**src/rtl/spm_ctrl_pkg.sv**
```systemverilog
// Shared types and helpers for the serial-parallel multiplier controller.
//   state_t          : controller FSM states (IDLE, CLEAR, RUN, DONE)
//   CORE_LAT_DEFAULT : default array latency, y bit in -> product bit out
//   cnt_width()      : width of the RUN bit counter for a WIDTH/CORE_LAT pair
package spm_ctrl_pkg;

  typedef enum logic [1:0] {
    IDLE  = 2'd0,
    CLEAR = 2'd1,
    RUN   = 2'd2,
    DONE  = 2'd3
  } state_t;

  localparam int CORE_LAT_DEFAULT = 1;

  // The counter must reach 2*width+core_lat-1 without wrapping. The
  // extra +1 leaves headroom so the terminal value never aliases zero.
  function automatic int cnt_width(input int width, input int core_lat);
    return $clog2(2 * width + core_lat + 1);
  endfunction

endpackage

```
**src/rtl/spm_serial_ctrl_if.sv**
```systemverilog
// Bus bundle between the controller, its upstream/downstream users and
// the CSA array.
//   in_valid/in_ready/in_a/in_b  : operand pair handshake
//   core_clr/core_x/core_y       : drive toward the CSA array
//   core_p                       : serial product bit from the array
//   out_valid/out_ready/out_p    : product handshake
// Handshake rule (both sides): a transfer happens on a rising clock edge
// where valid and ready are both high; the producer keeps valid and data
// stable until that edge, and ready may be anything while valid is low.
// Modports: slave = the controller, master = its environment.
interface spm_serial_ctrl_if #(
  parameter int WIDTH = 32
);
  logic               in_valid;
  logic               in_ready;
  logic [WIDTH-1:0]   in_a;
  logic [WIDTH-1:0]   in_b;
  logic               core_clr;
  logic [WIDTH-1:0]   core_x;
  logic               core_y;
  logic               core_p;
  logic               out_valid;
  logic               out_ready;
  logic [2*WIDTH-1:0] out_p;

  modport master (
    output in_valid, in_a, in_b, core_p, out_ready,
    input  in_ready, core_clr, core_x, core_y, out_valid, out_p
  );

  modport slave (
    input  in_valid, in_a, in_b, core_p, out_ready,
    output in_ready, core_clr, core_x, core_y, out_valid, out_p
  );
endinterface

```
**src/rtl/spm_prod_deser.sv**
```systemverilog
// Product deserialiser: a 2*WIDTH-bit right-shifting capture register.
// Bits enter at the MSB, so after 2*WIDTH shifts the first captured bit
// sits in word[0].
//   clk, rst  : clock, asynchronous active-high reset
//   clr       : synchronous clear to zero (wins over shift_en)
//   shift_en  : shift bit_in into the MSB this cycle
//   bit_in    : serial product bit
//   word      : parallel product
module spm_prod_deser #(
  parameter int WIDTH = 32
) (
  input  logic               clk,
  input  logic               rst,
  input  logic               clr,
  input  logic               shift_en,
  input  logic               bit_in,
  output logic [2*WIDTH-1:0] word
);

  always_ff @(posedge clk or posedge rst) begin
    if (rst) begin
      word <= '0;
    end else if (clr) begin
      word <= '0;
    end else if (shift_en) begin
      word <= {bit_in, word[2*WIDTH-1:1]};
    end
  end

endmodule

```
**src/rtl/spm_serial_ctrl.sv**
```systemverilog
// Sequencing wrapper around the serial-parallel multiplier CSA array.
// Accepts a signed operand pair, clears the array, holds the multiplicand
// on core_x, streams the sign-extended multiplier LSB-first on core_y for
// 2*WIDTH+CORE_LAT cycles, collects the returned product bits and offers
// the 2*WIDTH-bit product downstream. One operation at a time.
//   clk, rst   : clock, asynchronous active-high reset
//   bus        : spm_serial_ctrl_if.slave (operand, array and product signals)
//   state_dbg  : current FSM state
// Optional build macro SPM_CTRL_ZERO_SKIP_EN: a zero operand at acceptance
// bypasses CLEAR/RUN and completes in DONE with a zero product.
module spm_serial_ctrl
  import spm_ctrl_pkg::*;
#(
  parameter int WIDTH    = 32,
  parameter int CORE_LAT = CORE_LAT_DEFAULT
) (
  input  logic                clk,
  input  logic                rst,
  spm_serial_ctrl_if.slave    bus,
  output state_t              state_dbg
);

  localparam int            CW       = cnt_width(WIDTH, CORE_LAT);
  localparam logic [CW-1:0] LAST_CNT = CW'(2 * WIDTH + CORE_LAT - 1);
  localparam logic [CW-1:0] LAT_CNT  = CW'(CORE_LAT);

  state_t             state_q, state_d;
  logic [WIDTH-1:0]   a_reg;
  logic [WIDTH-1:0]   b_sh;
  logic [CW-1:0]      cnt_q;
  logic               accept;
  logic               skip;
  logic               deser_clr;
  logic               deser_shift;
  logic [2*WIDTH-1:0] prod;

  assign accept = (state_q == IDLE) && bus.in_valid;

`ifdef SPM_CTRL_ZERO_SKIP_EN
  assign skip = (bus.in_a == '0) || (bus.in_b == '0);
`else
  assign skip = 1'b0;
`endif

  // State register
  always_ff @(posedge clk or posedge rst) begin
    if (rst) begin
      state_q <= IDLE;
    end else begin
      state_q <= state_d;
    end
  end

  // Next state and array/handshake outputs
  always_comb begin
    state_d       = state_q;
    bus.in_ready  = 1'b0;
    bus.core_clr  = 1'b0;
    bus.core_y    = 1'b0;
    bus.out_valid = 1'b0;
    deser_clr     = 1'b0;
    deser_shift   = 1'b0;
    case (state_q)
      IDLE: begin
        bus.in_ready = 1'b1;
        if (bus.in_valid) begin
          // A skipped operation still clears the capture register so
          // DONE presents a zero product.
          state_d   = skip ? DONE : CLEAR;
          deser_clr = skip;
        end
      end
      CLEAR: begin
        bus.core_clr = 1'b1;
        deser_clr    = 1'b1;
        state_d      = RUN;
      end
      RUN: begin
        bus.core_y = b_sh[0];
        // The first CORE_LAT bits on core_p belong to no y bit yet.
        deser_shift = (cnt_q >= LAT_CNT);
        if (cnt_q == LAST_CNT) begin
          state_d = DONE;
        end
      end
      DONE: begin
        bus.out_valid = 1'b1;
        if (bus.out_ready) begin
          state_d = IDLE;
        end
      end
      default: state_d = IDLE;
    endcase
  end

  // Operand registers and the RUN bit counter
  always_ff @(posedge clk or posedge rst) begin
    if (rst) begin
      a_reg <= '0;
      b_sh  <= '0;
      cnt_q <= '0;
    end else begin
      if (accept) begin
        a_reg <= bus.in_a;
        b_sh  <= bus.in_b;
      end else if (state_q == CLEAR) begin
        cnt_q <= '0;
      end else if (state_q == RUN) begin
        // Arithmetic shift: once the WIDTH real bits are out, y keeps
        // repeating the sign bit, which is the sign extension the array
        // needs for the upper half of the product.
        b_sh  <= {b_sh[WIDTH-1], b_sh[WIDTH-1:1]};
        cnt_q <= cnt_q + CW'(1);
      end
    end
  end

  spm_prod_deser #(
    .WIDTH (WIDTH)
  ) u_deser (
    .clk      (clk),
    .rst      (rst),
    .clr      (deser_clr),
    .shift_en (deser_shift),
    .bit_in   (bus.core_p),
    .word     (prod)
  );

  assign bus.core_x = a_reg;
  assign bus.out_p  = prod;
  assign state_dbg  = state_q;

endmodule
```
**src/flat_wrapper.sv**
```systemverilog
// flat-port wrapper written by rule: the top's interface ports become plain ports
module spm_serial_ctrl_flat import spm_ctrl_pkg::*;
#(
  parameter int WIDTH    = 32,
  parameter int CORE_LAT = CORE_LAT_DEFAULT
)
  (clk, rst, state_dbg, bus_in_valid, bus_in_a, bus_in_b, bus_core_p, bus_out_ready, bus_in_ready, bus_core_clr, bus_core_x, bus_core_y, bus_out_valid, bus_out_p);
  spm_serial_ctrl_if #(.WIDTH(WIDTH)) bus_i ();
  input  logic clk;
  input  logic rst;
  output state_t state_dbg;
  input wire logic [$bits(bus_i.in_valid)-1:0] bus_in_valid;
  input wire logic [$bits(bus_i.in_a)-1:0] bus_in_a;
  input wire logic [$bits(bus_i.in_b)-1:0] bus_in_b;
  input wire logic [$bits(bus_i.core_p)-1:0] bus_core_p;
  input wire logic [$bits(bus_i.out_ready)-1:0] bus_out_ready;
  output wire logic [$bits(bus_i.in_ready)-1:0] bus_in_ready;
  output wire logic [$bits(bus_i.core_clr)-1:0] bus_core_clr;
  output wire logic [$bits(bus_i.core_x)-1:0] bus_core_x;
  output wire logic [$bits(bus_i.core_y)-1:0] bus_core_y;
  output wire logic [$bits(bus_i.out_valid)-1:0] bus_out_valid;
  output wire logic [$bits(bus_i.out_p)-1:0] bus_out_p;
  assign bus_i.in_valid = bus_in_valid;
  assign bus_i.in_a = bus_in_a;
  assign bus_i.in_b = bus_in_b;
  assign bus_i.core_p = bus_core_p;
  assign bus_i.out_ready = bus_out_ready;
  assign bus_in_ready = bus_i.in_ready;
  assign bus_core_clr = bus_i.core_clr;
  assign bus_core_x = bus_i.core_x;
  assign bus_core_y = bus_i.core_y;
  assign bus_out_valid = bus_i.out_valid;
  assign bus_out_p = bus_i.out_p;
  spm_serial_ctrl #(.WIDTH(WIDTH), .CORE_LAT(CORE_LAT)) u_core (.clk(clk), .rst(rst), .bus(bus_i), .state_dbg(state_dbg));
endmodule
```
**config.mk**
```make
export PLATFORM = sky130hd
export DESIGN_NAME = spm_serial_ctrl_flat
export DESIGN_NICKNAME = d
export VERILOG_FILES = /design/src/rtl/spm_ctrl_pkg.sv /design/src/rtl/spm_serial_ctrl_if.sv /design/src/rtl/spm_prod_deser.sv /design/src/rtl/spm_serial_ctrl.sv /design/src/flat_wrapper.sv
export SDC_FILE = /design/constraint.sdc
export NUM_CORES = 1
export LEC_CHECK = 0
export CAP_MARGIN = 20
export CORE_MARGIN = 5
export CORE_UTILIZATION = 40
export DETAILED_ROUTE_END_ITERATION = 7
export PLACE_DENSITY = 0.7
export SYNTH_ARGS = -nofsm -noshare
export SYNTH_HDL_FRONTEND = slang
export SYNTH_SLANG_ARGS = --single-unit
```
**constraint.sdc**
```tcl
create_clock -name clk -period 13.8 [get_ports clk]
set_clock_uncertainty 0.1 [all_clocks]
set_input_delay 2.07 -clock clk [delete_from_list [all_inputs] [get_ports clk]]
set_output_delay 2.07 -clock clk [all_outputs]
set_load 0.02 [all_outputs]
```
== Word level (Yosys, flattened, before mapping) ==
Cells that the tools add are included.

* Bits in registers: 137
* Latch bits: 0
* Bits in writable memories: 0
* ROM bits: 0
* Input bits: 69
* Output and inout port bits: 102
* Word-level logic and storage cells: 41
* Memories kept: 0

* $add $sub $neg: 1
* Multipliers: 0
* Divide/modulo/power cells: 0
* Order comparisons: 1
* Equality and inequality tests: 8
* Shift operators: 0
* Mux-type cells: 16
* Bitwise logic cells: 1
* Reduce and logical (&&, ||, !) cells: 8

{| class="wikitable"
|+ Operator list
! operator !! count
|-
| 64-bit two-way mux || 2
|-
| 32-bit two-way mux || 2
|-
| 31-bit two-way mux || 1
|-
| 7-bit two-way mux || 2
|-
| 2-bit one-hot mux with 4 select lines || 1
|-
| 7-bit by 1-bit adder with 7-bit output, second input constant || 1
|-
| 7-bit == test, second input constant || 1
|-
| 7-bit by 1-bit >= comparator with 1-bit output, second input constant || 1
|-
| 2-bit two-way mux || 3
|-
| 2-bit nonzero test || 3
|-
| 1-bit two-way mux || 5
|-
| 2-bit == test, second input constant || 2
|-
| 2-bit by 1-bit != test with 1-bit output, second input constant || 2
|-
| 2-bit != test, second input constant || 2
|-
| 2-bit AND reduction || 2
|-
| 3-bit AND reduction || 1
|-
| 2-bit by 1-bit == test with 1-bit output, second input constant || 1
|-
| 2-bit logical NOT || 1
|-
| 1-bit logical AND || 1
|-
| 1-bit inverter || 1
|}

== Logic depth before layout (Yosys ltp) ==
Gate-level depths: netlist of the first run.

* Depth after elaboration: 4
* Mapped depth: 8
* Depth with buffers taken out: 6

== By module ==
Synthesis of the first run repeated with hierarchy kept, for this count alone.

* Cell total of the unflattened synthesis: 473
* Area total of the unflattened synthesis: 5835.6 µm²

{| class="wikitable"
|+ By module, submodules not included
! module !! times used !! cells each !! area an instance (µm²) !! seq. area each (µm²)
|-
| spm_serial_ctrl || 1 || 266 || 3214.3 || 1826.8
|-
| spm_prod_deser || 1 || 207 || 2621.3 || 1601.5
|}

== Worst setup path after synthesis of the first run ==
No wires, ideal clock.

* Path kind: flip-flop to output port
* Start: reg u_core.state_q[0] (netlist: u_core.state_dbg[0])
* End: out bus_core_y
* Arrival time: 1.142 ns
* Required time: 11.630 ns
* Path slack: 10.488 ns
* Cell stages (with the launch flop): 4
* Buffers on the path: 0
* Cells stage by stage: dfrtp_1 -> inv_1 -> ha_1 -> and2_1

* Word-level cells in the longest chain between the ends: 2

{| class="wikitable"
|+ Ends and longest elaborated chain
! element !! RTL line !! source
|-
| from (decl) || spm_serial_ctrl.sv:27 || <nowiki>state_t state_q, state_d;</nowiki>
|-
| from (signal assigned) || spm_serial_ctrl.sv:50 || <nowiki>state_q <= state_d;</nowiki>
|-
| 2-bit == test || spm_serial_ctrl.sv:63 || <nowiki>case (state_q)</nowiki>
|-
| 1-bit two-way mux || spm_serial_ctrl.sv:63 ||
|-
| to (decl) || flat_wrapper.sv:20 || <nowiki>output wire logic [$bits(bus_i.core_y)-1:0] bus_core_y;</nowiki>
|}

No other way between the ends.

== Worst setup path after layout of the first run ==
Ends and elaborated chain as after synthesis.

==> results.toml, run 1 <==
[run_status]
status = "finished, final reports clean"

[power_and_ir_drop]
pwr-share-seq = 0.324
power.total_mw = 1.763
ir_drop_mv = 0.1146
pwr-share-comb = 0.370
switching_share = 0.3431
p_int_mw = 1.158
power.leakage_nw = 3.570
netSwitchingPower_mw = 0.6048
p_clk_frac = 0.306
p_per_area_nw_per_um2 = 213.4

[timing]
hold_violations = 0
timing_worst_slew_pin_value_ns = 0.9759
fin_crit_ns = 4.303
relSlewSlack = 0.3494
timing.final.crit_share = 0.3118
rsz0062_at_grt = "no"
setup_viol = 0
fmax_mhz = 232.4
tns_ns = 0
slew_viol_final = 0

[route]
via_per_inst = 4.978
drt-initial-drc-count = 278
dr_total_vias = 4455
drt_first_pass_iters = 5
wire_per_inst_um = 16.17
drc = 0
routed_wl_mm = 14.47
ant_nets = 0

[critical_path]
critPathCapture = "bus_core_y"
reg2reg_depth = 7
crit_path_start_kind = "flop"
crit_path_end_kind = "primary output"
slowest_delay_ns = 0.62
cpMaxStageDelayCell = "clkdlybuf4s50_1"
worstPathRequired_ns = 11.63
startpoint = "u_core.state_dbg[0]$_DFFE_PP0P_"
worst-setup-path-type = "reg2out"
critical_path.cell_chain = "inv_1 > ha_1 > and2_1 > clkdlybuf4s50_1"
r2r_slack_ns = 11.05
r2r-start = "u_core.state_dbg[0]$_DFFE_PP0P_"
cp.depth = 4
critPathMaxFanout = 7
r2r_end = "u_core.b_sh[20]$_DFFE_PP0P_"
critPathBufInv = 2
cp.arrival_ns = 2.13
cpLargestDelayFamily = "buffers and inverters"

[final_layout]
fin_nets = 779
insertedDiodeCount = 0
drive_gt1_frac = 0.1077
area_growth_pct = 45.01
fin_util = 0.5927

[placed_design]
place_hpwl_mm = 9.706
portBuffers = 170
gp_congestion = 0.7820

[yosys]
synth_edf_count = 0
yosys.cell_count.top_type = "dfrtp_1"
avgSynthCellArea_um2 = 10.49
synth_flop_cell = "dfrtp_1"
syn_inst = 543
ys_top_cells_by_count = "137 x dfrtp_1, 135 x nand2_1, 101 x a21oi_1, 34 x mux2_2, 33 x nor2_1"
mappedNetlistArea_um2 = 5695
ys_ff_latch = 137
syn_nets = 620
synth_top_area_cell = "dfrtp_1"
netlist.area_leader.share = 0.6019
ys_types = 26
synth-seq-area-share = 0.6019
async_reset_ff_frac = 1.000
yosys_warnings = 0
synth.area.top_cells = "dfrtp_1 60%, nand2_1 8.9%, a21oi_1 8.9%"

[clock_network]
postCtsSetupBuffers = 0
cts_inserted_buffers = 17
holdBufCountCts = 0
cts_tree = "done"
clk_latency_ns = 0.41
cts.sinks = 137
cts.repair.resized = 0
cts.path.max_buffers = 2
htree_levels = 4
cts_root_buf = "clkbuf_16"
clk_pin_slew_ns = 0.06

[global_routing]
grt_pass1_wl_mm = 23.07
antenna_found_initial = 0
grt_max_degree = 74
grt_usage = 0.1750
grt_pass1_vias = 4597
grt_overflow = 0

[die]
io_pins = 171
start_util = 0.4087
core_area_um2 = 13930
chipHeight_um = 129.3
die-area_um2 = 16730
rows = 43
die_x_um = 129.3

[run]
cap_violations = 0

[worst_hold_path]
hold_class = "reg2reg"
hold-path-cell-count = 1
[metal layers]
metal  part of all wire  track usage
met4              0.011      0.05868
met3              0.099      0.07007
met5                  0            0
met1               0.42       0.2238
met2               0.47       0.2726
[how the worst min path moves through the flow]
stage | startpoint | end | slack (ns)
final | u_core.bus.core_x[22]$_DFFE_PP0N_ | u_core.bus.core_x[22]$_DFFE_PP0N_ | 0.40
after CTS | u_core.bus.core_x[28]$_DFFE_PP0N_ | u_core.bus.core_x[28]$_DFFE_PP0N_ | 0.41
after detailed placement | u_core.bus.core_x[7]$_DFFE_PP0N_ | u_core.bus.core_x[7]$_DFFE_PP0N_ | 0.39
after global placement | u_core.bus.core_x[9]$_DFFE_PP0N_ | u_core.bus.core_x[9]$_DFFE_PP0N_ | 0.39
after global routing | u_core.bus.core_x[23]$_DFFE_PP0N_ | u_core.bus.core_x[23]$_DFFE_PP0N_ | 0.42
after floorplan | u_core.b_sh[31]$_DFFE_PP0N_ | u_core.b_sh[31]$_DFFE_PP0N_ | 0.38
[cells by family after synthesis]
family,count (synthesis),share of synthesized area
simple gates,177,0.1217
flops,137,0.6019
compound gates,110,0.1011
mux,65,0.1217
buf+inv,43,0.03142
fa+ha+maj,8,0.01758
xor+xnor,3,0.004614
[stage by stage]
step	hold slack [ns]	area, um^2	setup WS (ns)	std cells
after global placement	0.3880	7528	9.510	862
after CTS	0.4060	8259	9.475	895
after global routing	0.4212	8259	9.388	895
final	0.4025	8259	9.497	895
after detailed placement	0.3926	7548	9.427	863
after floorplan	0.3792	5695	7.962	543
[sequential cells by signal, summed over array words and instances (netlist names)]
register,cells
u_core.u_deser.word,64
u_core.cnt_q,7
u_core.bus.core_x,32
u_core.state_dbg,2
u_core.b_sh,32
[power by group through the flow]
stage | clock network, mW | registers, mW | logic (mW)
6_report | 0.540 | 0.571 | 0.652
5_1_grt | 0.568 | 0.584 | 0.713
4_1_cts | 0.550 | 0.571 | 0.661
3_5_place_dp | 0 | 0.578 | 0.658
3_3_place_gp | 0 | 0.572 | 0.630
2_1_floorplan | 0 | 0.635 | 0.355
[cell usage in the layout (no fill, tap or decap), types with 2 or more instances in the layout]
master	n
ha_1	7
a21oi_1	100
xnor2_1	2
clkbuf_8	3
nor2b_1	2
mux2_2	34
inv_1	7
nand4_1	2
mux2i_1	31
clkbuf_16	17
nor2_1	33
bufinv_16	7
nand2_1	134
dfrtp_1	137
o21ai_0	4
clkinv_4	2
clkdlybuf4s50_1	170
buf_4	4
[layout make-up]
class | count | area (um^2)
fillers | 1177 | 5675
flip-flops and latches | 137 | 3428
repair buffers | 175 | 1752
clock inverters | 11 | 240.2
well taps | 180 | 225.2
multi-input cells | 363 | 2111
inverters | 8 | 32.53
clock buffers | 21 | 470.5
Power figures use the tool's default switching activity.
==> inputs of run 2 (changes only) <==
- clock period: 13.8 -> 3.98 ns (I/O delays scaled with it)
==> run 2 against run 1 <==
  * Clock power increased to 2.8 times the previous value
  * Largest cell class unchanged
  * Highest routed layer unchanged
  * Setup slack got worse by 8.4 ns
  * Via count about the same
  * Register-to-register slack got worse by 9.8 ns
  * Sequential power increased to 3.5 times the previous value
  * Sequential share of layout area increased by 0.65 points
  * Design area decreased by 1.5%
  * Routed wire length decreased by 3.6%
  * Cell count decreased by 0.11%
==> results.toml, run 2 (same netlist as run 1, synthesis figures left out) <==
[route]
drt_first_pass_iters = 4
dr_total_vias = 4454
drc = 0
wire_per_inst_um = 15.60
via_per_inst = 4.982
routed_wl_mm = 13.94
drt-initial-drc-count = 219
ant_nets = 0

[die]
rows = 43
chipHeight_um = 129.3
start_util = 0.4087
io_pins = 171
die_x_um = 129.3
die-area_um2 = 16730
core_area_um2 = 13930

[critical_path]
worst-setup-path-type = "reg2out"
worstPathRequired_ns = 3.28
cp.arrival_ns = 2.17
crit_path_start_kind = "flop"
critPathMaxFanout = 7
crit_path_end_kind = "primary output"

[final_layout]
regMostFlops = "u_core.u_deser.word"
final_cell_mix = "170 x clkdlybuf4s50_1, 137 x dfrtp_1, 134 x nand2_1"
area_growth_pct = 42.77
insertedDiodeCount = 0
drive_gt1_frac = 0.09944
fin_nets = 781
largest_reg_flops = 64
final_common_cell = "clkdlybuf4s50_1"

[placed_design]
gp_congestion = 0.7825
portBuffers = 170
place_hpwl_mm = 9.544
dp_slack_ns = 1.290

[global_routing]
grt_pass1_vias = 4504
grt_usage = 0.1702
antenna_found_initial = 0
grt_pass1_wl_mm = 22.64
grt_use_met3 = 0.06925
grt_max_degree = 71
grtUsageMet2 = 0.2534
use_met1 = 0.2281
grt_overflow = 0
top_usage_layer = "met2"

[clock_network]
cts.path.max_buffers = 2
cts_root_buf = "clkbuf_16"
htree_levels = 4
cts.repair.resized = 0
cts_tree = "done"
postCtsSetupBuffers = 0
cts_inserted_buffers = 17
clk_latency_ns = 0.41
holdBufCountCts = 0
cts.sinks = 137
clk_pin_slew_ns = 0.05

[run_status]
status = "finished, final reports clean"

[timing]
hold_violations = 0
relSlewSlack = 0.5122
tns_ns = 0
fmax_mhz = 349.2
fin_ws_ns = 1.117
slew_viol_final = 0
timing.final.crit_share = 0.7195
timing_worst_slew_pin_value_ns = 0.7302
setup_viol = 0
holdWs_ns = 0.4016
fin_crit_ns = 2.863
rsz0062_at_grt = "no"

[worst_hold_path]
hold_class = "reg2reg"

[run]
cap_violations = 0

[power_and_ir_drop]
ir_drop_mv = 0.2612
p_per_area_nw_per_um2 = 702.5
power.leakage_nw = 3.506
## run 2: path summary, 6_finish.rpt
check                                             startpoint                                  to  slack [ns]  depth (start not counted)
min in group asynchronous                                rst    u_core.bus.core_x[3]$_DFFE_PP0N_        0.57                          2
hold / removal             u_core.bus.core_x[30]$_DFFE_PP0N_   u_core.bus.core_x[30]$_DFFE_PP0N_        0.40                          1
setup reg to reg                 u_core.cnt_q[1]$_DFFE_PP0P_  u_core.u_deser.word[4]$_DFFE_PP0P_        1.28                          7
hold reg to reg            u_core.bus.core_x[30]$_DFFE_PP0N_   u_core.bus.core_x[30]$_DFFE_PP0N_        0.40                          1
max in group asynchronous                                rst          u_core.b_sh[0]$_DFFE_PP0P_        2.25                          3
setup / recovery             u_core.state_dbg[0]$_DFFE_PP0P_                          bus_core_y        1.12                          4
## run 2: final cells by class
class | count | area, um^2
Tap cell | 180 | 225.2
Multi-Input combinational cell | 363 | 2111
Inverter | 8 | 33.78
Timing Repair Buffer | 177 | 1779
Clock inverter | 3 | 65.06
Clock buffer | 26 | 489.2
Sequential cell | 137 | 3428
Fill cell | 1177 | 5803
## run 2: metrics by stage
| step | instance area, um^2 | power [mW] | instances | utilization |
|---|---|---|---|---|
| after detailed placement | 7557 | 4.240 | 864 | 0.5423 |
| after CTS | 8112 | 5.754 | 893 | 0.5821 |
| final | 8132 | 5.713 | 894 | 0.5836 |
| after floorplan | 5699 | 3.436 | 543 | - |
| after global routing | 8132 | 6.070 | 894 | 0.5836 |
| after global placement | 7557 | 4.156 | 864 | 0.5423 |
## run 2: routing by layer
layer  wire, um  vias to the layer above
met4        201                        0
met5          0                        -
li1           -                     2129
met3       1470                       18
met1       6054                     2151
met2       6217                      156
## run 2: critical path, stage by stage, from the launching register on
cell and delay, ns:
dfrtp_1 0.46, inv_1 0.12, ha_1 0.37, and2_1 0.18
clkdlybuf4s50_1 0.63
## run 2: power by group
part           switching [mW]  internal [mW]  leakage [nW]  total [mW]
Clock                   0.524          0.961         0.270        1.49
Sequential              0.215           1.76          1.72        1.98
Combinational            1.29          0.963          1.52        2.25
==> inputs of run 3 (changes only) <==
- PLACE_DENSITY: 0.7 -> 0.72
- clock period: 3.98 -> 2.4 ns (I/O delays scaled with it)
==> run 3 against run 2 <==
  * Cell count is 0.45% higher
  * Critical path type unchanged
  * Register-to-register slack worse by 1.0 ns
  * Combinational power is 71% higher
  * Largest cell class unchanged
==> results.toml, run 3 (same netlist as run 1, synthesis figures left out) <==
[final_layout]
register_area_um2 = 3428
fill_cells = 1137
fin_nets = 783
insertedDiodeCount = 0
multi_input_area_um2 = 2113
final_common_cell = "clkdlybuf4s50_1"
drive_gt1_frac = 0.1100
stdcell_count = 898
final_cell_mix = "168 x clkdlybuf4s50_1, 137 x dfrtp_1, 134 x nand2_1"
largest_reg_flops = 64
regMostFlops = "u_core.u_deser.word"
area_growth_pct = 43.65

[route]
drt_first_pass_iters = 4
drc = 0
ant_nets = 0
wire_per_inst_um = 15.21
dr_total_vias = 4453
via_per_inst = 4.959
drt-initial-drc-count = 237
routed_wl_mm = 13.66

[timing]
fmax_mhz = 442.7
relSlewSlack = 0.5246
fin_crit_ns = 2.259
timing.final.crit_share = 0.9412
tns_ns = 0
setup_viol = 0
timing_worst_slew_pin_value_ns = 0.7131
hold_violations = 0
rsz0062_at_grt = "no"
slew_viol_final = 0

[clock_network]
clk_pin_slew_ns = 0.06
cts.path.max_buffers = 2
htree_levels = 4
postCtsSetupBuffers = 0
cts_tree = "done"
clk_latency_ns = 0.41
cts.sinks = 137
cts_inserted_buffers = 17
cts_root_buf = "clkbuf_16"

[global_routing]
antenna_found_initial = 0
grt_pass1_vias = 4574
grt_pass1_wl_mm = 22.49
grt_usage = 0.1678
grt_max_degree = 72
grt_overflow = 0

[critical_path]
startpoint = "u_core.state_dbg[1]$_DFFE_PP0P_"
crit_path_end_kind = "primary output"
r2r_end = "u_core.u_deser.word[34]$_DFFE_PP0P_"
worst-setup-path-type = "reg2out"
critPathMaxFanout = 5
crit_path_start_kind = "flop"
r2r-start = "u_core.cnt_q[1]$_DFFE_PP0P_"
cp.arrival_ns = 1.80
reg2reg_depth = 7
r2r_slack_ns = 0.27
worstPathRequired_ns = 1.94

[power_and_ir_drop]
p_per_area_nw_per_um2 = 1158
power.leakage_nw = 3.536
ir_drop_mv = 0.5812

[die]
io_pins = 171
chipHeight_um = 129.3
die-area_um2 = 16730
rows = 43
die_x_um = 129.3
core_area_um2 = 13930
start_util = 0.4087

[worst_hold_path]
hold_class = "in2async"

[run]
cap_violations = 0

[placed_design]
gp_congestion = 0.7838
portBuffers = 170
place_hpwl_mm = 9.380
dp_cells = 867

[run_status]
status = "finished, final reports clean"
run 3: cell count changes in the layout (fill, tap and decap cells not counted):
cell,before,now
clkinv_2,1,6
buf_12,2,6
clkbuf_1,6,3
buf_4,5,3
clkdlybuf4s50_1,170,168
clkinvlp_4,1,3
dlygate4sd2_1,0,2
bufinv_16,2,1
clkbuf_8,3,2
ha_1,7,6
ha_2,1,2
run 3: how the worst max path moves through the flow:
| stage | to | slack, ns | cells after the start |
|---|---|---|---|
| floorplan | u_core.b_sh[0]$_DFFE_PP0P_ | 0.19 | 7 |
| global placement | bus_core_y | 0.33 | 4 |
| detailed placement | bus_core_y | 0.24 | 4 |
| CTS | bus_core_clr | 0.12 | 3 |
| global route | bus_core_clr | 0.08 | 3 |
| finish | bus_core_clr | 0.14 | 3 |
run 3: what timing repair did:
item                                   4_1_cts  5_1_grt
hold buffers                                 0        0
resized for setup                            3        0
setup endpoints to repair                    2        0
endpoints found under the hold margin        0        0
run 3: layer usage:
layer | track usage | vias to the layer above | wire (um)
li1 | - | 2133 | -
met1 | 0.2192 | 2131 | 5942
met2 | 0.2527 | 169 | 6083
met3 | 0.06636 | 20 | 1394
met4 | 0.06424 | 0 | 242
met5 | 0 | - | 0
run 3: cell type report:
cell class | count | area share
timing repair buffer | 179 | 0.2251
tap | 180 | 0.02753
inverter | 8 | 0.004129
sequential | 137 | 0.4190
multi-input combinational | 363 | 0.2583
clock inverter | 9 | 0.009176
clock buffer | 22 | 0.05674
run 3: power breakdown:
group | leakage, nW | internal (mW) | switching (mW) | total [mW]
logic | 1.55 | 1.68 | 2.16 | 3.84
clock network | 0.265 | 1.46 | 0.899 | 2.36
registers | 1.72 | 2.92 | 0.351 | 3.27
total | 3.54 | 6.06 | 3.41 | 9.47
run 3: metrics by stage:
step	hold WS (ns)	area [um^2]	utilization	power, mW	worst slack, ns
CTS	0.3529	8182	0.5871	9.604	0.1242
global route	0.3695	8182	0.5871	10.09	0.07502
detailed placement	0.3976	7642	0.5484	7.209	0.2391
global placement	0.3856	7642	0.5484	7.052	0.3314
floorplan	0.3792	5699	-	5.698	0.1911
finish	0.3281	8182	0.5871	9.475	0.1411
run 3: critical path, cell delays in order (launching register included):
cell and delay (ns):
dfrtp_1 0.43, inv_1 0.13, ha_2 0.20, clkdlybuf4s50_1 0.63
